**config.mk**
```make
export PLATFORM = sky130hd
export DESIGN_NAME = bids22_ctrl
export DESIGN_NICKNAME = d
export VERILOG_FILES = /design/src/rtl/bids22_ctrl.sv
export SDC_FILE = /design/constraint.sdc
export NUM_CORES = 1
export LEC_CHECK = 0
export CAP_MARGIN = 5
export CORE_ASPECT_RATIO = 0.6
export CORE_UTILIZATION = 43
export CTS_CLUSTER_SIZE = 16
export DETAILED_ROUTE_END_ITERATION = 7
export MAX_ROUTING_LAYER = met4
export PLACE_DENSITY_LB_ADDON = 0.08
export RECOVER_POWER = 25
export SYNTH_ARGS = -nofsm -noshare
export SYNTH_HDL_FRONTEND = slang
export SYNTH_SLANG_ARGS = --single-unit
```
**constraint.sdc**
```tcl
create_clock -name clk -period 9.3 [get_ports clk]
set_clock_uncertainty 0.15 [all_clocks]
set_input_delay 1.86 -clock clk [delete_from_list [all_inputs] [get_ports clk]]
set_output_delay 1.86 -clock clk [all_outputs]
set_load 0.05 [all_outputs]
```
**src/rtl/bids22_ctrl.sv**
```systemverilog
// bids22 control-plane responder: command decode, lock, round sequencing and
// balance debiting from the arbitration core's accept/win reports.
module bids22_ctrl #(
    parameter int unsigned BAL_W = 32,
    parameter int unsigned AMT_W = 16
) (
    input  logic             clk,
    input  logic             reset,
    input  logic [3:0]       C_op,
    input  logic [31:0]      C_data,
    input  logic             C_start,
    input  logic [2:0]       bid_accept,
    input  logic             win_valid,
    input  logic [2:0]       win_who,
    input  logic [AMT_W-1:0] win_amt,
    output logic             ready,
    output logic [2:0]       err,
    output logic             locked,
    output logic             round_active,
    output logic             roundOver,
    output logic [2:0]       mask,
    output logic [7:0]       bidCharge,
    output logic [BAL_W-1:0] X_balance,
    output logic [BAL_W-1:0] Y_balance,
    output logic [BAL_W-1:0] Z_balance
);

    localparam int unsigned DEB_W   = BAL_W + 1;
    localparam int unsigned TMR_W   = 16;
    localparam int unsigned NPART   = 3;

    localparam logic [1:0] ST_UNLOCKED = 2'd0;
    localparam logic [1:0] ST_LOCKED   = 2'd1;
    localparam logic [1:0] ST_ROUND    = 2'd2;
    localparam logic [1:0] ST_END      = 2'd3;

    localparam logic [3:0] OP_NOP    = 4'd0;
    localparam logic [3:0] OP_UNLOCK = 4'd1;
    localparam logic [3:0] OP_LOCK   = 4'd2;
    localparam logic [3:0] OP_LD_X   = 4'd3;
    localparam logic [3:0] OP_LD_Y   = 4'd4;
    localparam logic [3:0] OP_LD_Z   = 4'd5;
    localparam logic [3:0] OP_MASK   = 4'd6;
    localparam logic [3:0] OP_TIMER  = 4'd7;
    localparam logic [3:0] OP_CHARGE = 4'd8;

    localparam logic [2:0] ERR_OK     = 3'b000;
    localparam logic [2:0] ERR_KEY    = 3'b001;
    localparam logic [2:0] ERR_LOCKED = 3'b010;
    localparam logic [2:0] ERR_BADOP  = 3'b011;
    localparam logic [2:0] ERR_START  = 3'b100;
    localparam logic [2:0] ERR_BUSY   = 3'b101;
    localparam logic [2:0] ERR_UFLOW  = 3'b110;
    localparam logic [2:0] ERR_WHO    = 3'b111;

    logic [1:0]                  state_q, state_d;
    logic [31:0]                 key_q, key_d;
    logic [NPART-1:0][BAL_W-1:0] bal_q, bal_d;
    logic [2:0]                  mask_q, mask_d;
    logic [7:0]                  charge_q, charge_d;
    logic [TMR_W-1:0]            limit_q, limit_d;
    logic [TMR_W-1:0]            cnt_q, cnt_d;
    logic                        hold_q, hold_d;
    logic                        start_prev_q;
    logic [2:0]                  err_q, err_d;
    logic                        ready_q, ready_d;
    logic                        locked_q, locked_d;
    logic                        active_q, active_d;
    logic                        over_q, over_d;

    logic [2:0]                  cmd_err;
    logic [2:0]                  start_err;
    logic                        in_round;
    logic                        timer_done;
    logic                        who_ok;
    logic                        underflow;
    logic [NPART-1:0][DEB_W-1:0] debit;

    // Next-state, command decode, debits and registered output values
    always_comb begin
        state_d   = state_q;
        key_d     = key_q;
        bal_d     = bal_q;
        mask_d    = mask_q;
        charge_d  = charge_q;
        limit_d   = limit_q;
        cnt_d     = cnt_q;
        hold_d    = hold_q;
        cmd_err   = ERR_OK;
        start_err = ERR_OK;
        underflow = 1'b0;
        debit     = '0;

        in_round   = (state_q == ST_ROUND) || (state_q == ST_END);
        timer_done = (limit_q != '0) && (cnt_q == limit_q - TMR_W'(1));
        who_ok     = $onehot(win_who);

        if (in_round) begin
            if (C_op != OP_NOP) begin
                cmd_err = ERR_BUSY;
            end
        end else if (C_op > OP_CHARGE) begin
            cmd_err = ERR_BADOP;
        end else if (state_q == ST_UNLOCKED) begin
            case (C_op)
                OP_LOCK: begin
                    key_d   = C_data;
                    state_d = ST_LOCKED;
                end
                OP_LD_X:   bal_d[0] = BAL_W'(C_data);
                OP_LD_Y:   bal_d[1] = BAL_W'(C_data);
                OP_LD_Z:   bal_d[2] = BAL_W'(C_data);
                OP_MASK:   mask_d   = C_data[2:0];
                OP_TIMER:  limit_d  = C_data[TMR_W-1:0];
                OP_CHARGE: charge_d = C_data[7:0];
                default: ;
            endcase
        end else begin
            case (C_op)
                OP_NOP: ;
                OP_UNLOCK: begin
                    if (C_data == key_q) begin
                        state_d = ST_UNLOCKED;
                    end else begin
                        cmd_err = ERR_KEY;
                    end
                end
                default: cmd_err = ERR_LOCKED;
            endcase
        end

        // Round sequencing; a successful UNLOCK wins over a same-cycle start
        case (state_q)
            ST_UNLOCKED: begin
                if (C_start && !start_prev_q) begin
                    start_err = ERR_START;
                end
            end
            ST_LOCKED: begin
                if ((state_d == ST_LOCKED) && C_start && !hold_q) begin
                    state_d = ST_ROUND;
                    cnt_d   = '0;
                end
            end
            ST_ROUND: begin
                if (!C_start || timer_done) begin
                    state_d = ST_END;
                end else begin
                    cnt_d = cnt_q + TMR_W'(1);
                end
            end
            default: state_d = ST_LOCKED;
        endcase

        // A timer expiry with start still high blocks restarts until start drops
        if (!C_start) begin
            hold_d = 1'b0;
        end else if ((state_q == ST_ROUND) && (state_d == ST_END)) begin
            hold_d = 1'b1;
        end

        if (in_round) begin
            for (int p = 0; p < int'(NPART); p++) begin
                if ((state_q == ST_ROUND) && bid_accept[p] && mask_q[p]) begin
                    debit[p] = debit[p] + DEB_W'(charge_q);
                end
                if (win_valid && who_ok && win_who[p]) begin
                    debit[p] = debit[p] + DEB_W'(win_amt);
                end
                if (debit[p] > {1'b0, bal_q[p]}) begin
                    bal_d[p]  = '0;
                    underflow = 1'b1;
                end else begin
                    bal_d[p] = BAL_W'({1'b0, bal_q[p]} - debit[p]);
                end
            end
        end

        if (underflow) begin
            err_d = ERR_UFLOW;
        end else if (in_round && win_valid && !who_ok) begin
            err_d = ERR_WHO;
        end else if (cmd_err != ERR_OK) begin
            err_d = cmd_err;
        end else begin
            err_d = start_err;
        end

        ready_d  = (state_d == ST_UNLOCKED) || (state_d == ST_LOCKED);
        locked_d = (state_d != ST_UNLOCKED);
        active_d = (state_d == ST_ROUND);
        over_d   = (state_d == ST_END);
    end

    always_ff @(posedge clk) begin
        if (reset) begin
            state_q      <= ST_UNLOCKED;
            key_q        <= '0;
            bal_q        <= '0;
            mask_q       <= 3'b111;
            charge_q     <= 8'd1;
            limit_q      <= '0;
            cnt_q        <= '0;
            hold_q       <= 1'b0;
            start_prev_q <= 1'b0;
            err_q        <= ERR_OK;
            ready_q      <= 1'b0;
            locked_q     <= 1'b0;
            active_q     <= 1'b0;
            over_q       <= 1'b0;
        end else begin
            state_q      <= state_d;
            key_q        <= key_d;
            bal_q        <= bal_d;
            mask_q       <= mask_d;
            charge_q     <= charge_d;
            limit_q      <= limit_d;
            cnt_q        <= cnt_d;
            hold_q       <= hold_d;
            start_prev_q <= C_start;
            err_q        <= err_d;
            ready_q      <= ready_d;
            locked_q     <= locked_d;
            active_q     <= active_d;
            over_q       <= over_d;
        end
    end

    assign ready        = ready_q;
    assign err          = err_q;
    assign locked       = locked_q;
    assign round_active = active_q;
    assign roundOver    = over_q;
    assign mask         = mask_q;
    assign bidCharge    = charge_q;
    assign X_balance    = bal_q[0];
    assign Y_balance    = bal_q[1];
    assign Z_balance    = bal_q[2];

endmodule
```
==> key figures <==
Route
  – Detail Route Antenna Nets: 0
  – Routed met1 length: 31,550 microns
  – Highest metal used: met4
  – Routed vias/inst: 6.159
  – DRC: 24
  – Routed vias: 16,420
  – Met2 wire length: 23,970 microns
  – Post-Route WL: 63,650 microns
  – DRT iter0 DRCs: 2,432
  – DRT Pass-1 Iters: 8
  – Met3 routed WL: 7432 microns
  – DR WL/cell: 23.87 microns

Critical path
  – CP max FO: 24
  – CP delay by family, top: compound AO/OA/AOI/OAI gates
  – Slowest CP cell: a31oi_1
  – Arrival @ worst endpoint: 8150 ps
  – Worst Setup End Kind: flip-flop
  – Crit. path cell count: 24
  – Buf+Inv Stages, Crit Path: 4
  – CP required: 9360 ps
  – CP peak stage delay: 680 ps
  – Reg2Reg Depth: 25
  – Crit path cell chain: clkdlybuf4s50_1 > and3_1 > nand2_1 > inv_1 > ha_1 > inv_1 > fa_1 > nor2b_1 > o21ai_0 > a21oi_1 > o21bai_1 > a211o_1 > a31oi_1 > nor3_1 > o21a_1 > ha_1 > and2_1 > nand3_1 > a2111oi_0 > o21a_1 > nor2_2 > buf_4 > a21boi_0 > o32ai_1
  – Kind of critical path: in2reg
  – Critical path startpoint category: primary input

Worst hold path
  – Hold depth: 2
  – Hold WC Path Type: reg2reg

Synthesis
  – Cell Area, Synth: 15,450 sq um
  – Post-synth EDFFs: 0
  – Unique masters post-synth: 80
  – Sequential fraction of the synthesis area: 23.58%
  – FF+latch count, synth: 182
  – Most used DFF post-synth: dfxtp_1
  – Cell count after synthesis: 2,079
  – Mean area per synthesized cell: 7.433 sq um
  – Yosys warning count: 0
  – Ys async rst share: 0%
  – Mapped Nets: 2,277

Global routing
  – First-pass GRT wire length: 92,830 microns
  – Remaining global-route overflow: 0
  – Initial antenna violation count: 3
  – GRT Total Usage: 35.01%
  – Largest net degree at the start of global routing: 75
  – Vias in the first global route: 14,330

Clock network
  – Clk root buf: clkbuf_16
  – Hold Buf Count CTS: 0
  – CTS Buffer Depth: 2
  – Clk Latency, worst-skew pair: 470 ps
  – CTS Sinks: 182
  – CTS clk-pin slew, worst paths: 80 ps
  – CTS tree: built
  – H-tree levels: 4
  – CTS buffer count: 17
  – Post-CTS sizing: 0
  – Post-CTS Setup Bufs: 0

Finish
  – Non-filler instance count after layout: 2,666
  – Final Cell Area: 18,190 sq um
  – Layout cells sized above 1: 4.277%
  – Area Overhead vs Synth: 17.73%
  – Total Nets Final: 2,383

Job
  – Max_cap viols: 1

Place
  – Final GP Congestion: 0.9875
  – Port bufs: 175
  – DP Cell Count: 2,633
  – Post-DP Area: 17,580 sq um
  – Final HPWL DP: 48,230 microns

Power and ir drop
  – Maximum vdd drop: 0.1351 mV
  – Power density over the cells: 129.5 nW/um^2
  – Leakage: 7.447 nW

Floorplan
  – I/O pin total: 176
  – DIE WIDTH: 246.7 microns
  – Cell row count: 53
  – Die Y: 148.8 microns
  – Starting Density: 43.88%
  – Die Area: 36,720 sq um
  – Total core area: 35,210 sq um

Timing
  – Final setup violation count: 0
  – Hold Worst Slack: 318.0 ps
  – Relative slew slack: -138.3%
  – Final Cycle Share: 86.99%
  – Final hold vios: 0
  – Max Slew Vio Count: 70
  – Setup TNS: 0 ps
  – RSZ-0062 raised after global routing: false
  – Worst slew pin tran: 3575 ps
  – Peak Freq: 123.6 MHz
  – Final worst path period need: 8090 ps

Outcome
  – Run status: finished with violations
  – Failing checks: design-rule violations, max-capacitance violations, max-slew violations
-- metrics by stage --
step | setup slack [ps] | power [W] | utilization, %
finish | 1210 | 0.002356 | 51.66
global route | 990.3 | 0.002450 | 51.66
CTS | 1461 | 0.002347 | 51.67
detailed placement | 1027 | 0.001571 | 49.93
global placement | 1108 | 0.001575 | 49.93
floorplan | 2187 | 0.001319 | -
-- Yosys cell counts, types with 6 or more instances --
cell       instances  area, sq um
or4_1              8        60.06
xor2_1            55        481.7
a21oi_1          156        780.8
nor3b_1            7        52.55
and4_1            11        96.34
mux2i_1           31        310.3
nand3_1           45        225.2
o211ai_1          20        150.1
fa_1               7        140.1
dfxtp_1          182         3643
o32ai_1            8        70.07
nor3_1            57        285.3
a311oi_1           7        61.31
o22ai_1            7        43.79
inv_1            130        488.0
or3_1             32        200.2
a2111oi_0          8        70.07
xnor2_1           51        446.7
a211oi_1          34        255.2
nand3b_1          15        112.6
clkbuf_1         113        424.2
a211o_1            7        61.31
a31oi_1           40        250.2
o2111ai_1         11        96.34
nand4_1           30        187.7
nand2b_1          40        250.2
o21a_1            35        262.8
o21ai_0          142        710.7
nor2b_1           30        187.7
o31ai_1           12        90.09
nand2_1          219        822.0
nor4_1            33        206.5
or2_2             13        81.33
ha_1             129         1614
nor2_1           138        518.0
a221oi_1          16        140.1
and2_1            34        212.7
o21bai_1           6        45.04
and3_1            18        112.6
a21boi_0          16        120.1
a21o_1            48        360.4
-- cells by family after synthesis --
kind of cell    after synthesis  share of synthesized area, %
simple gates                742                         24.11
compound gates              631                         26.57
buf+inv                     246                         6.041
flops                       182                         23.58
fa+ha+maj                   139                         11.55
xor+xnor                    106                         6.008
mux                          33                         2.154
-- layout make-up --
cell class                 instances  area [sq um]
clock inverter                    14         172.7
fill                            3420         17020
antenna                            1         2.502
timing repair buffer             203          1956
multi-input combinational       1651         10910
inverter                         130         488.0
clock buffer                      18         439.2
sequential                       182          3643
tap                              467         584.3
-- layer usage --
metal,global-route usage (%),up-vias
met1,54.84,7791
met3,7.753,49
met5,-,-
met4,5.309,0
li1,-,7719
met2,44.59,862
-- tightest hold or removal path, stage by stage (launching register included) --
cell     delay [ps]
dfxtp_1         320
nand2_1          50
a21oi_1          50
-- flip-flops by register name (all words and copies together), names as in the netlist, 2 cells and up --
name,flops
X_balance,32
key_q,32
limit_q,16
cnt_q,16
mask,3
Z_balance,32
Y_balance,32
err,3
state_q,2
bidCharge,8
-- power breakdown --
group / leakage (nW) / switching [W] / internal, W / total (W)
clock network: 0.299 / 0.000404 / 0.000374 / 0.000778
logic: 5.67 / 0.000492 / 0.000258 / 0.000750
registers: 1.47 / 0.0000276 / 0.000800 / 0.000828
-- path summary, 6_finish.rpt --
| check | end | startpoint | slack [ps] |
|---|---|---|---|
| max | Z_balance[17] | bid_accept[2] | 1210 |
| min | key_q[9] | key_q[9] | 320 |
| max reg2reg | Z_balance[17] | state_q[0] | 1990 |
| min reg2reg | key_q[9] | key_q[9] | 320 |
-- cells in the final DEF, fill, tap and decap left out, drive strengths merged, types with 8 or more instances in the layout --
| cell | instances |
|---|---|
| nand2 | 219 |
| dfxtp | 182 |
| a21oi | 156 |
| o21ai | 146 |
| nor2 | 138 |
| inv | 138 |
| ha | 129 |
| clkdlybuf4s50 | 101 |
| dlygate4sd3 | 73 |
| nor3 | 57 |
| xor2 | 55 |
| xnor2 | 51 |
| a21o | 48 |
| nand3 | 45 |
| nand2b | 40 |
| a31oi | 40 |
| o21a | 35 |
| and2 | 35 |
| a211oi | 34 |
| nor4 | 34 |
| or3 | 33 |
| mux2i | 31 |
| nand4 | 30 |
| nor2b | 30 |
| buf | 28 |
| o211ai | 21 |
| clkbuf | 19 |
| and3 | 18 |
| a21boi | 17 |
| a221oi | 16 |
| nand3b | 15 |
| or2 | 13 |
| o31ai | 13 |
| o2111ai | 12 |
| and4 | 11 |
| a2111oi | 9 |
| or4 | 9 |
| o32ai | 8 |
No activity file was read; power rests on OpenSTA's default activity.
